`src/rtl/crc32_check.sv`:
```
// ----------------------------------------------------------------------------
// crc32_check
// Serial, bit-per-cycle CRC-32 checker for word-framed messages.
// A frame is zero or more 32-bit message words followed by one word that
// carries the received CRC (flagged with last_i). Each message word is folded
// into the CRC register LSB-first, one bit per clock. The CRC word closes the
// frame and produces a one-cycle done_o pulse with the computed CRC and the
// pass/fail verdict.
//
// Parameters
//   INIT          CRC register preset at the first word of every frame
//   XOROUT        value XORed onto the register to form crc_o
//
// Ports
//   clk_i         clock, rising edge
//   rst_i         synchronous active-high reset
//   polynomial_i  reflected generator polynomial, latched at frame start
//   data_i        message word, or received CRC when last_i=1
//   valid_i       data_i/last_i valid
//   last_i        current word is the received CRC and closes the frame
//   ready_o       a word is accepted this cycle if valid_i=1
//   busy_o        frame in progress (first accept through done_o)
//   done_o        one-cycle pulse, crc_ok_o/crc_o valid
//   crc_ok_o      computed CRC equals received CRC, held until next done_o
//   crc_o         computed CRC (register ^ XOROUT), held until next done_o
// ----------------------------------------------------------------------------
module crc32_check #(
    parameter logic [31:0] INIT   = 32'hFFFF_FFFF,
    parameter logic [31:0] XOROUT = 32'hFFFF_FFFF
) (
    input  logic        clk_i,
    input  logic        rst_i,
    input  logic [31:0] polynomial_i,
    input  logic [31:0] data_i,
    input  logic        valid_i,
    input  logic        last_i,
    output logic        ready_o,
    output logic        busy_o,
    output logic        done_o,
    output logic        crc_ok_o,
    output logic [31:0] crc_o
);

    localparam int unsigned CRC_W = 32;
    localparam int unsigned CNT_W = 5;
    localparam logic [CNT_W-1:0] LAST_BIT = CNT_W'(CRC_W - 1);

    typedef enum logic [1:0] {
        IDLE  = 2'd0,
        SHIFT = 2'd1,
        CHECK = 2'd2
    } state_t;

    // ------------------------------------------------------------------
    // State and datapath registers
    // ------------------------------------------------------------------
    state_t             state_q,   state_d;
    logic [CRC_W-1:0]   crc_q,     crc_d;
    logic [CRC_W-1:0]   poly_q,    poly_d;
    logic [CRC_W-1:0]   shreg_q,   shreg_d;
    logic [CNT_W-1:0]   cnt_q,     cnt_d;
    logic               ready_q,   ready_d;
    logic               busy_q,    busy_d;
    logic               done_q,    done_d;
    logic               crc_ok_q,  crc_ok_d;
    logic [CRC_W-1:0]   crc_out_q, crc_out_d;

    // Combinational helpers
    logic               accept;
    logic               frame_start;
    logic [CRC_W-1:0]   base_crc;
    logic [CRC_W-1:0]   final_crc;
    logic               feedback;

    // ------------------------------------------------------------------
    // Next-state and datapath logic
    // ------------------------------------------------------------------
    always_comb begin
        state_d   = state_q;
        crc_d     = crc_q;
        poly_d    = poly_q;
        shreg_d   = shreg_q;
        cnt_d     = cnt_q;
        busy_d    = busy_q;
        done_d    = 1'b0;
        crc_ok_d  = crc_ok_q;
        crc_out_d = crc_out_q;

        accept      = valid_i && ready_q;
        // busy_q is low only between frames, so the next accept opens one
        frame_start = !busy_q;
        base_crc    = frame_start ? INIT : crc_q;
        final_crc   = base_crc ^ XOROUT;
        feedback    = crc_q[0] ^ shreg_q[0];

        unique case (state_q)
            IDLE: begin
                if (accept) begin
                    busy_d = 1'b1;
                    if (frame_start) begin
                        poly_d = polynomial_i;
                    end
                    crc_d = base_crc;
                    if (last_i) begin
                        // Verdict is registered here so it is visible in the CHECK cycle
                        crc_out_d = final_crc;
                        crc_ok_d  = (final_crc == data_i);
                        done_d    = 1'b1;
                        state_d   = CHECK;
                    end else begin
                        shreg_d = data_i;
                        cnt_d   = '0;
                        state_d = SHIFT;
                    end
                end
            end

            SHIFT: begin
                // One reflected LFSR step per cycle, message bit taken LSB-first
                if (feedback) begin
                    crc_d = (crc_q >> 1) ^ poly_q;
                end else begin
                    crc_d = crc_q >> 1;
                end
                shreg_d = shreg_q >> 1;
                cnt_d   = cnt_q + CNT_W'(1);
                if (cnt_q == LAST_BIT) begin
                    cnt_d   = '0;
                    state_d = IDLE;
                end
            end

            CHECK: begin
                busy_d  = 1'b0;
                state_d = IDLE;
            end

            default: begin
                state_d = IDLE;
            end
        endcase

        // ready_o is registered, so it follows the state being entered
        ready_d = (state_d == IDLE);
    end

    // ------------------------------------------------------------------
    // Registers with synchronous reset
    // ------------------------------------------------------------------
    always_ff @(posedge clk_i) begin
        if (rst_i) begin
            state_q   <= IDLE;
            crc_q     <= INIT;
            poly_q    <= '0;
            shreg_q   <= '0;
            cnt_q     <= '0;
            ready_q   <= 1'b0;
            busy_q    <= 1'b0;
            done_q    <= 1'b0;
            crc_ok_q  <= 1'b0;
            crc_out_q <= '0;
        end else begin
            state_q   <= state_d;
            crc_q     <= crc_d;
            poly_q    <= poly_d;
            shreg_q   <= shreg_d;
            cnt_q     <= cnt_d;
            ready_q   <= ready_d;
            busy_q    <= busy_d;
            done_q    <= done_d;
            crc_ok_q  <= crc_ok_d;
            crc_out_q <= crc_out_d;
        end
    end

    // ------------------------------------------------------------------
    // Outputs
    // ------------------------------------------------------------------
    assign ready_o  = ready_q;
    assign busy_o   = busy_q;
    assign done_o   = done_q;
    assign crc_ok_o = crc_ok_q;
    assign crc_o    = crc_out_q;

endmodule

```
`config.mk`:
```
export PLATFORM = sky130hd
export DESIGN_NAME = crc32_check
export DESIGN_NICKNAME = d
export VERILOG_FILES = /design/src/rtl/crc32_check.sv
export SDC_FILE = /design/constraint.sdc
export NUM_CORES = 1
export LEC_CHECK = 0
export ABC_AREA = 1
export BUFFER_PORTS_ARGS = -buffer_cell sky130_fd_sc_hd__clkbuf_2
export CORE_UTILIZATION = 57
export CTS_CLUSTER_SIZE = 20
export DETAILED_ROUTE_END_ITERATION = 10
export PLACE_DENSITY_LB_ADDON = 0.3
export REMOVE_ABC_BUFFERS = 1
export SLEW_MARGIN = 30
export SYNTH_ARGS = -nofsm -noshare
export SYNTH_HDL_FRONTEND = slang
export SYNTH_SLANG_ARGS = --single-unit
```
`constraint.sdc`:
```
create_clock -name clk_i -period 1.8 [get_ports clk_i]
set_input_delay 0.36 -clock clk_i [delete_from_list [all_inputs] [get_ports clk_i]]
set_output_delay 0.36 -clock clk_i [all_outputs]
set_load 0.02 [all_outputs]
```
# Word level (Yosys, flattened, before mapping)
# Index checks and enable logic that the tools add are counted.
# word_totals
reg_bits	139
in_bits	68
word_cells	52
# classes
add_sub_neg	1
eq_ne	6
muxes	18
n_bitwise	6
reduce_logical	11
# ops
operator	count
2-to-1 mux 32 bit	5
case mux 32 bit (2 select lines)	2
equality test 32 bit	1
NOT 32 bit	1
bitwise XOR 31 x 32 -> 32 bit	1
2-to-1 mux 5 bit	3
case mux 5 bit (2 select lines)	1
AND reduction 3 bit	3
2-to-1 mux 2 bit	3
adder 5 x 1 -> 5 bit, second input constant	1
equality test 5 bit, second input constant	1
zero test 2 bit	2
!= test 2 bit, second input constant	2
case mux 2 bit (2 select lines)	1
AND reduction 2 bit	2
nonzero test 2 bit	2
NOT 1 bit	3
OR reduction 3 bit	1
equality test 2 x 1 -> 1 bit, second input constant	1
equality test 2 bit, second input constant	1
2-to-1 mux 1 bit	2
case mux 1 bit (2 select lines)	1
logical AND 1 bit	1
bitwise XOR 1 bit	1

# Depth between registers and ports, before layout
# Gate-level depths: netlist (run 1).
# depth
word_depth	4
mapped_depth	11

# Worst setup path after synthesis (run 1)
# No wires, ideal clock.
# synth_timing
path_kind	register to register
start	register busy_q, in the netlist busy_o
end	register crc_ok_q, in the netlist crc_ok_o
setup_time_ns	0.058
arrival_ns	1.330
path_slack_ns	0.412
stages_incl_launch_ff	11
cell_sequence	dfxtp_1 > buf_4 > buf_4 > nand3_1 > nand2_1 > nand2_1 > nor2_1 > nand2_1 > nor2_1 > nand4_1 > nand2_1
# synth_via
elab_chain_len	3
# synth_rtl
element	line_no	source
start: declaration	63	logic busy_q, busy_d;
start signal: assignment	169	busy_q <= busy_d;
2-to-1 mux 32 bit	92	base_crc = frame_start ? INIT : crc_q;
NOT 32 bit (no line)	-	
equality test 32 bit	107	crc_ok_d = (final_crc == data_i);
end signal: assignment	171	crc_ok_q <= crc_ok_d;
end: declaration	65	logic crc_ok_q, crc_ok_d;
# No other way between the ends.
# A chain may end at the register's enable or synchronous reset.

# Worst setup path after layout (run 1)
# layout_timing
start	register state_q[1]
end	register crc_out_q[13], in the netlist crc_o[13]
# layout_via
elab_chain_len	2
# layout_rtl
element	line_no	source
start: declaration	57	state_t state_q, state_d;
start signal: assignment	163	state_q <= state_d;
zero test 2 bit	96	unique case (state_q)
AND reduction 3 bit (no line)	-	
end signal: assignment	172	crc_out_q <= crc_out_d;
end: declaration	66	logic [CRC_W-1:0] crc_out_q, crc_out_d;
# No other way between the ends.

==> results.sh, run 1 <==
export IMPL_synth_area_um2=6680
export IMPL_status="completed"
export IMPL_hold_buffers=0
export IMPL_min_path_type="input port to flop"
export IMPL_multi_input_area_um2=3280
export IMPL_end_kind="flop"
export IMPL_cts_resized=0
export IMPL_finalMaxSlewViolations=0
export IMPL_syn2layout_area_growth_pct=19.6
export IMPL_cts_root_buf="clkbuf_16"
export IMPL_switching_share_pct=27.8
export IMPL_cts_clk_slew_worst_paths_ns=0.06
export IMPL_cp_slowest_cell="nor2_2"
export IMPL_layout_common_cells="387 x nand2_1, 139 x dfxtp_1, 128 x o21ai_0"
export IMPL_io_pins=104
export IMPL_maxCapViolCount=0
export IMPL_start_util_pct=58.5
export IMPL_p_switching_mw=2.27
export IMPL_ant_nets=0
export IMPL_fin_skew_ns=0.00533
export IMPL_synth_area_leaders="dfxtp_1 42%, nand2_1 22%, o21ai_0 9.6%"
export IMPL_finalHoldViolCount=0
export IMPL_gp_congestion=0.876
export IMPL_vias=6730
export IMPL_leakage_nw=4.10
export IMPL_drc=0
export IMPL_dr_pass1_iters=5
export IMPL_worst_path_most_repeated_cell="nand2_1"
export IMPL_syn_instance_count=1025
export IMPL_layout_cells_non_filler=1272
export IMPL_final_nets=1186
export IMPL_cp_data_arrival_time_ns=2.00
export IMPL_critPathMaxStageDelay_ns=0.59
export IMPL_slew_headroom_pct=48.6
export IMPL_globalRouteTotalUtil_pct=31.4
export IMPL_detail_route_wl_per_cell_um=14.1
export IMPL_period_minus_slack_ns=1.65
export IMPL_synth_area_per_cell_um2=6.52
export IMPL_yosysUniqueCellTypes=24
export IMPL_drive_gt1_share_pct=15.1
export IMPL_setup_worst_path_start_class="flop"
export IMPL_synthXorXnorAreaFrac_pct=4.06
export IMPL_ys_seq_elements=139
export IMPL_setup_viol=0
export IMPL_worstMarginPinSlew_ns=0.770
export IMPL_power_frac_seq_pct=41.6
export IMPL_cts_htree_levels=4
export IMPL_drt_iter0_drc=491
export IMPL_combPwrFrac_pct=14.9
export IMPL_fp_dieH_um=110
export IMPL_synth_edf_count=0
export IMPL_power_share_clock_pct=43.5
export IMPL_cts_tree="built"
export IMPL_grt_max_degree=83
export IMPL_antennaDiodeCount=0
export IMPL_clock_sinks=139
export IMPL_clockBufferDepth=2
export IMPL_fill_cells=1006
export IMPL_yosysSeqAreaShare_pct=41.6
export IMPL_required_ns=2.14
export IMPL_muxShareOfSynthArea_pct=0
export IMPL_cp_max_fo=19
export IMPL_cts_setup_buffers=0
export IMPL_fmax_mhz=606
export IMPL_vias_per_cell=5.29
export IMPL_antenna_found_initial=0
export IMPL_grt_pass1_wl_um=29000
export IMPL_cts_made_buffers=17
export IMPL_ys_warn_count=0
export IMPL_final_common_cell="nand2_1"
export IMPL_rsz0062_at_grt="no"
export IMPL_grt_overflow_total=0
export IMPL_synth_fa_ha_area_share_pct=0.374
export IMPL_vdd_ir_drop_max_v=0.000737
export IMPL_min_period_over_period_pct=91.7
export IMPL_yosys_most_used_dff="dfxtp_1"
export IMPL_path_class="flop to flop"
export IMPL_crit_family="simple AND/OR/NAND/NOR gates"
export IMPL_synth_async_sr_flop_share_pct=0
export IMPL_cp_buffers_inverters=2
export IMPL_power_mw=8.17
export IMPL_die_area_um2=12200
export IMPL_fp_dieW_um=110
export IMPL_yosysTopAreaCell="dfxtp_1"
export IMPL_grt_pass1_vias=6187
export IMPL_core_um2=11400
export IMPL_intPower_mw=5.90
export IMPL_synth_top_family_by_area="simple AND/OR/NAND/NOR gates"
export IMPL_dp_hpwl_um=12400
export IMPL_path_cells="inv_1 > nand2_1 > nor2_1 > nor2_2 > buf_12 > nand2_1 > o21ai_0"
export IMPL_synth_compound_area_share_pct=13.7
export IMPL_row_count=39
export IMPL_synth_top_area_share_pct=41.6
export IMPL_port_buffers=103
export IMPL_synthSimpleGateAreaFrac_pct=30.6
export IMPL_dp_cells=1240
export IMPL_power_density_nw_per_um2=1020
export IMPL_routed_wl_um=17900
export IMPL_insertion_delay_ns=0.43
export IMPL_seqCellArea_um2=2780
sequential cells by signal, indices dropped and copies added (netlist names), 2 cells and up:
| register | cells |
|---|---|
| cnt_q | 5 |
| crc_q | 32 |
| crc_o | 32 |
| poly_q | 32 |
| shreg_q | 32 |
| state_q | 2 |
cells by family (layout without fill, tap and decap cells):
kind of cell               after synthesis  after routing
AOI/OAI and AO/OA                      174            174
xor gates and xnor gates                31             31
DFF                                    139            139
buffers and inverters                  154            258
adders and majority gates                2              2
and+or+nand+nor                        525            525
layer usage:
| metal | up-vias | GRT usage, % | wire, um |
|---|---|---|---|
| met1 | 3062 | 38.9 | 7880 |
| met3 | 50 | 6.88 | 1130 |
| met5 | - | 0 | 0 |
| li1 | 3391 | - | - |
| met4 | 0 | 14.6 | 531 |
| met2 | 227 | 52.0 | 8330 |
metrics by stage:
step	worst slack (ns)	utilization (%)	cell area [um2]	hold WS, ns	setup TNS, ns
2_1_floorplan	-3.89	-	6400	0.429	-285.69
3_3_place_gp	0.161	64.6	7380	0.439	0
3_5_place_dp	0.145	64.6	7380	0.447	0
4_1_cts	0.157	69.9	7980	0.149	0
5_1_grt	0.0413	70.0	7990	0.156	0
6_report	0.149	70.0	7990	0.155	0
worst register-to-register path, stage by stage, from the launching register on:
cell	delay (ns)
dfxtp_1	0.37
inv_1	0.09
nand2_1	0.07
nor2_1	0.06
nor2_2	0.59
buf_12	0.25
nand2_1	0.07
o21ai_0	0.08
cell usage after synthesis (5+ instances only):
| cell | instances |
|---|---|
| nand2_1 | 387 |
| dfxtp_1 | 139 |
| o21ai_0 | 128 |
| nor2_1 | 98 |
| inv_1 | 93 |
| buf_2 | 32 |
| a31oi_1 | 31 |
| xor2_1 | 31 |
| nand3_1 | 30 |
| clkbuf_1 | 19 |
| a21oi_1 | 8 |
| buf_4 | 5 |
| nand3b_1 | 5 |
power groups by stage:
stage	Combinational [mW]	Clock, mW	Sequential, mW
after global routing	1.37	3.73	3.42
after floorplan	0.743	0	3.46
after global placement	1.17	0	3.45
after detailed placement	1.19	0	3.46
final	1.22	3.55	3.40
after CTS	1.21	3.59	3.40
area by class of cell:
type	count	share of cell area, %
sequential	139	34.8
tap	143	2.24
clock buffer	17	5.32
timing repair buffer	129	9.83
clock inverter	15	2.21
multi-input combinational	732	41.0
inverter	97	4.56
path summary, 6_finish.rpt:
| path | start | cells past startpoint | slack (ns) | end |
|---|---|---|---|---|
| worst max-delay path | state_q[1] | 7 | 0.15 | crc_o[13] |
| worst min register to register | crc_o[15] | 2 | 0.46 | crc_o[15] |
| worst min-delay path | polynomial_i[27] | 3 | 0.15 | poly_q[27] |
| worst max register to register | state_q[1] | 7 | 0.15 | crc_o[13] |
No activity file was read; power rests on OpenSTA's default activity.
==> inputs of run 2 (changes only) <==
- CELL_PAD_IN_SITES_DETAIL_PLACEMENT: not set -> 0
- CELL_PAD_IN_SITES_GLOBAL_PLACEMENT: not set -> 1
- CORE_UTILIZATION: 57 -> 40
==> results.sh, run 2 (synthesis results as in run 1) <==
export IMPL_status="completed"
export IMPL_cp_max_fo=23
export IMPL_drt_iter0_drc=455
export IMPL_grt_max_degree=83
export IMPL_met3_length_um=846
export IMPL_antenna_found_initial=0
export IMPL_crit_family="simple AND/OR/NAND/NOR gates"
export IMPL_insertion_delay_ns=0.42
export IMPL_min_to="poly_q[18]"
export IMPL_rsz0062_at_grt="no"
export IMPL_cp_buffers_inverters=1
export IMPL_drt_met1_wl_um=9380
export IMPL_switching_share_pct=27.4
export IMPL_setup_worst_path_start_class="flop"
export IMPL_start_util_pct=41.5
export IMPL_critPathMaxStageDelay_ns=0.53
export IMPL_path_class="flop to flop"
export IMPL_final_common_cell="nand2_1"
export IMPL_vias=6473
export IMPL_die_area_um2=17200
export IMPL_intPower_mw=6.01
export IMPL_path_cells="buf_12 > nand2_1 > nand2_1 > nand2_1 > nor2_1 > nand2_1 > nor2_1 > nand4_1 > nand2_1"
export IMPL_finalMaxSlewViolations=0
export IMPL_slew_headroom_pct=52.2
export IMPL_gp_congestion=0.786
export IMPL_min_period_over_period_pct=89.8
export IMPL_fp_dieW_um=131
export IMPL_dp_hpwl_um=12900
export IMPL_worstMarginPinSlew_ns=0.717
export IMPL_cts_resized=0
export IMPL_port_buffers=103
export IMPL_leakage_nw=4.09
export IMPL_routed_wl_um=19000
export IMPL_cts_clk_slew_worst_paths_ns=0.07
export IMPL_drc=0
export IMPL_placed_area_um2=7460
export IMPL_clock_sinks=139
export IMPL_final_nets=1181
export IMPL_vdd_ir_drop_max_v=0.000654
export IMPL_globalRouteTotalUtil_pct=22.5
export IMPL_wl_met2_um=8570
export IMPL_seqCellArea_um2=2780
export IMPL_grt_pass1_wl_um=30600
export IMPL_fill_cells=1693
export IMPL_maxCapViolCount=0
export IMPL_top_layer="met4"
export IMPL_setup_viol=0
export IMPL_finalHoldViolCount=0
export IMPL_cts_tree="built"
export IMPL_period_minus_slack_ns=1.62
export IMPL_power_share_clock_pct=44.2
export IMPL_row_count=46
export IMPL_final_area_um2=8070
export IMPL_r2r_cells=9
export IMPL_cts_made_buffers=17
export IMPL_worst_path_most_repeated_cell="nand2_1"
export IMPL_cp_slowest_cell="dfxtp_2"
export IMPL_grt_pass1_vias=5893
export IMPL_timing_final_ws_setup_ns=0.184
export IMPL_grt_overflow_total=0
export IMPL_fin_skew_ns=0.00779
export IMPL_clockBufferDepth=2
export IMPL_required_ns=2.16
export IMPL_io_pins=104
export IMPL_ant_nets=0
export IMPL_multi_input_area_um2=3270
export IMPL_drive_gt1_share_pct=14.9
export IMPL_core_um2=16100
export IMPL_syn2layout_area_growth_pct=20.8
export IMPL_hp_start="polynomial_i[18]"
export IMPL_cts_root_buf="clkbuf_16"
export IMPL_fp_dieH_um=131
export IMPL_worstHoldPathCells=3
export IMPL_r2r_end="crc_ok_o"
export IMPL_layout_common_cells="387 x nand2_1, 138 x dfxtp_1, 128 x o21ai_0"
export IMPL_end_kind="flop"
export IMPL_antennaDiodeCount=0
export IMPL_cts_htree_levels=4
export IMPL_cp_data_arrival_time_ns=1.98
export IMPL_fmax_mhz=619
export IMPL_combPwrFrac_pct=14.7
export IMPL_vias_per_cell=4.83
export IMPL_reg2reg_slack_ns=0.18
export IMPL_p_switching_mw=2.27
export IMPL_power_density_nw_per_um2=1020
export IMPL_cts_setup_buffers=0
export IMPL_hold_buffers=0
export IMPL_min_path_type="input port to flop"
export IMPL_dpl_worst_slack_ns=0.202
export IMPL_r2r_start="busy_o"
export IMPL_power_frac_seq_pct=41.1
export IMPL_dr_pass1_iters=5
export IMPL_detail_route_wl_per_cell_um=14.2
==> run 2: cell count changes in the layout (fill, tap and decap cells not counted), sizes merged <==
cell	before	now
buf	26	21
clkbuf	120	123
clkinv	9	5
clkinvlp	3	4
==> run 2: cell type report <==
class / instances / area share, %
clock inverter: 12 / 1.80
timing repair buffer: 124 / 9.58
tap: 216 / 3.35
sequential: 139 / 34.5
inverter: 97 / 4.51
clock buffer: 20 / 5.78
multi-input combinational: 732 / 40.5
==> run 2: worst register-to-register path: stages (launching register included) <==
cell and delay (ns):
dfxtp_2 0.53, buf_12 0.22, nand2_1 0.12, nand2_1 0.15, nand2_1 0.07, nor2_1 0.10, nand2_1 0.06, nor2_1 0.16
nand4_1 0.11, nand2_1 0.06
==> run 2: power groups by stage <==
stage / Sequential [mW] / Clock, mW / Combinational, mW
after floorplan: 3.46 / 0 / 0.743
after global placement: 3.46 / 0 / 1.21
after detailed placement: 3.46 / 0 / 1.22
after CTS: 3.40 / 3.70 / 1.23
after global routing: 3.43 / 3.85 / 1.37
final: 3.40 / 3.66 / 1.22
==> run 2: worst max path at each step <==
stage	from	cells past startpoint	to	slack, ns
floorplan	state_q[0]	7	crc_q[11]	-3.89
global placement	valid_i	8	crc_q[26]	0.22
detailed placement	valid_i	8	crc_q[3]	0.20
CTS	busy_o	9	crc_ok_o	0.18
global route	busy_o	9	crc_ok_o	0.02
finish	busy_o	9	crc_ok_o	0.18
==> run 2: metrics by stage <==
| stage | power, mW | instances | utilization [%] | setup TNS [ns] | hold WS, ns |
|---|---|---|---|---|---|
| global placement | 4.67 | 1308 | 46.3 | 0 | 0.438 |
| global route | 8.65 | 1340 | 50.1 | 0 | 0.154 |
| CTS | 8.33 | 1340 | 50.1 | 0 | 0.149 |
| detailed placement | 4.68 | 1308 | 46.3 | 0 | 0.445 |
| finish | 8.27 | 1340 | 50.1 | 0 | 0.160 |
| floorplan | 4.20 | 968 | - | -285.69 | 0.429 |
==> run 2: per-layer routing <==
metal	vias up	GRT usage, %
met2	137	36.4
li1	3377	-
met5	-	0
met4	0	6.78
met1	2939	30.3
met3	20	4.32
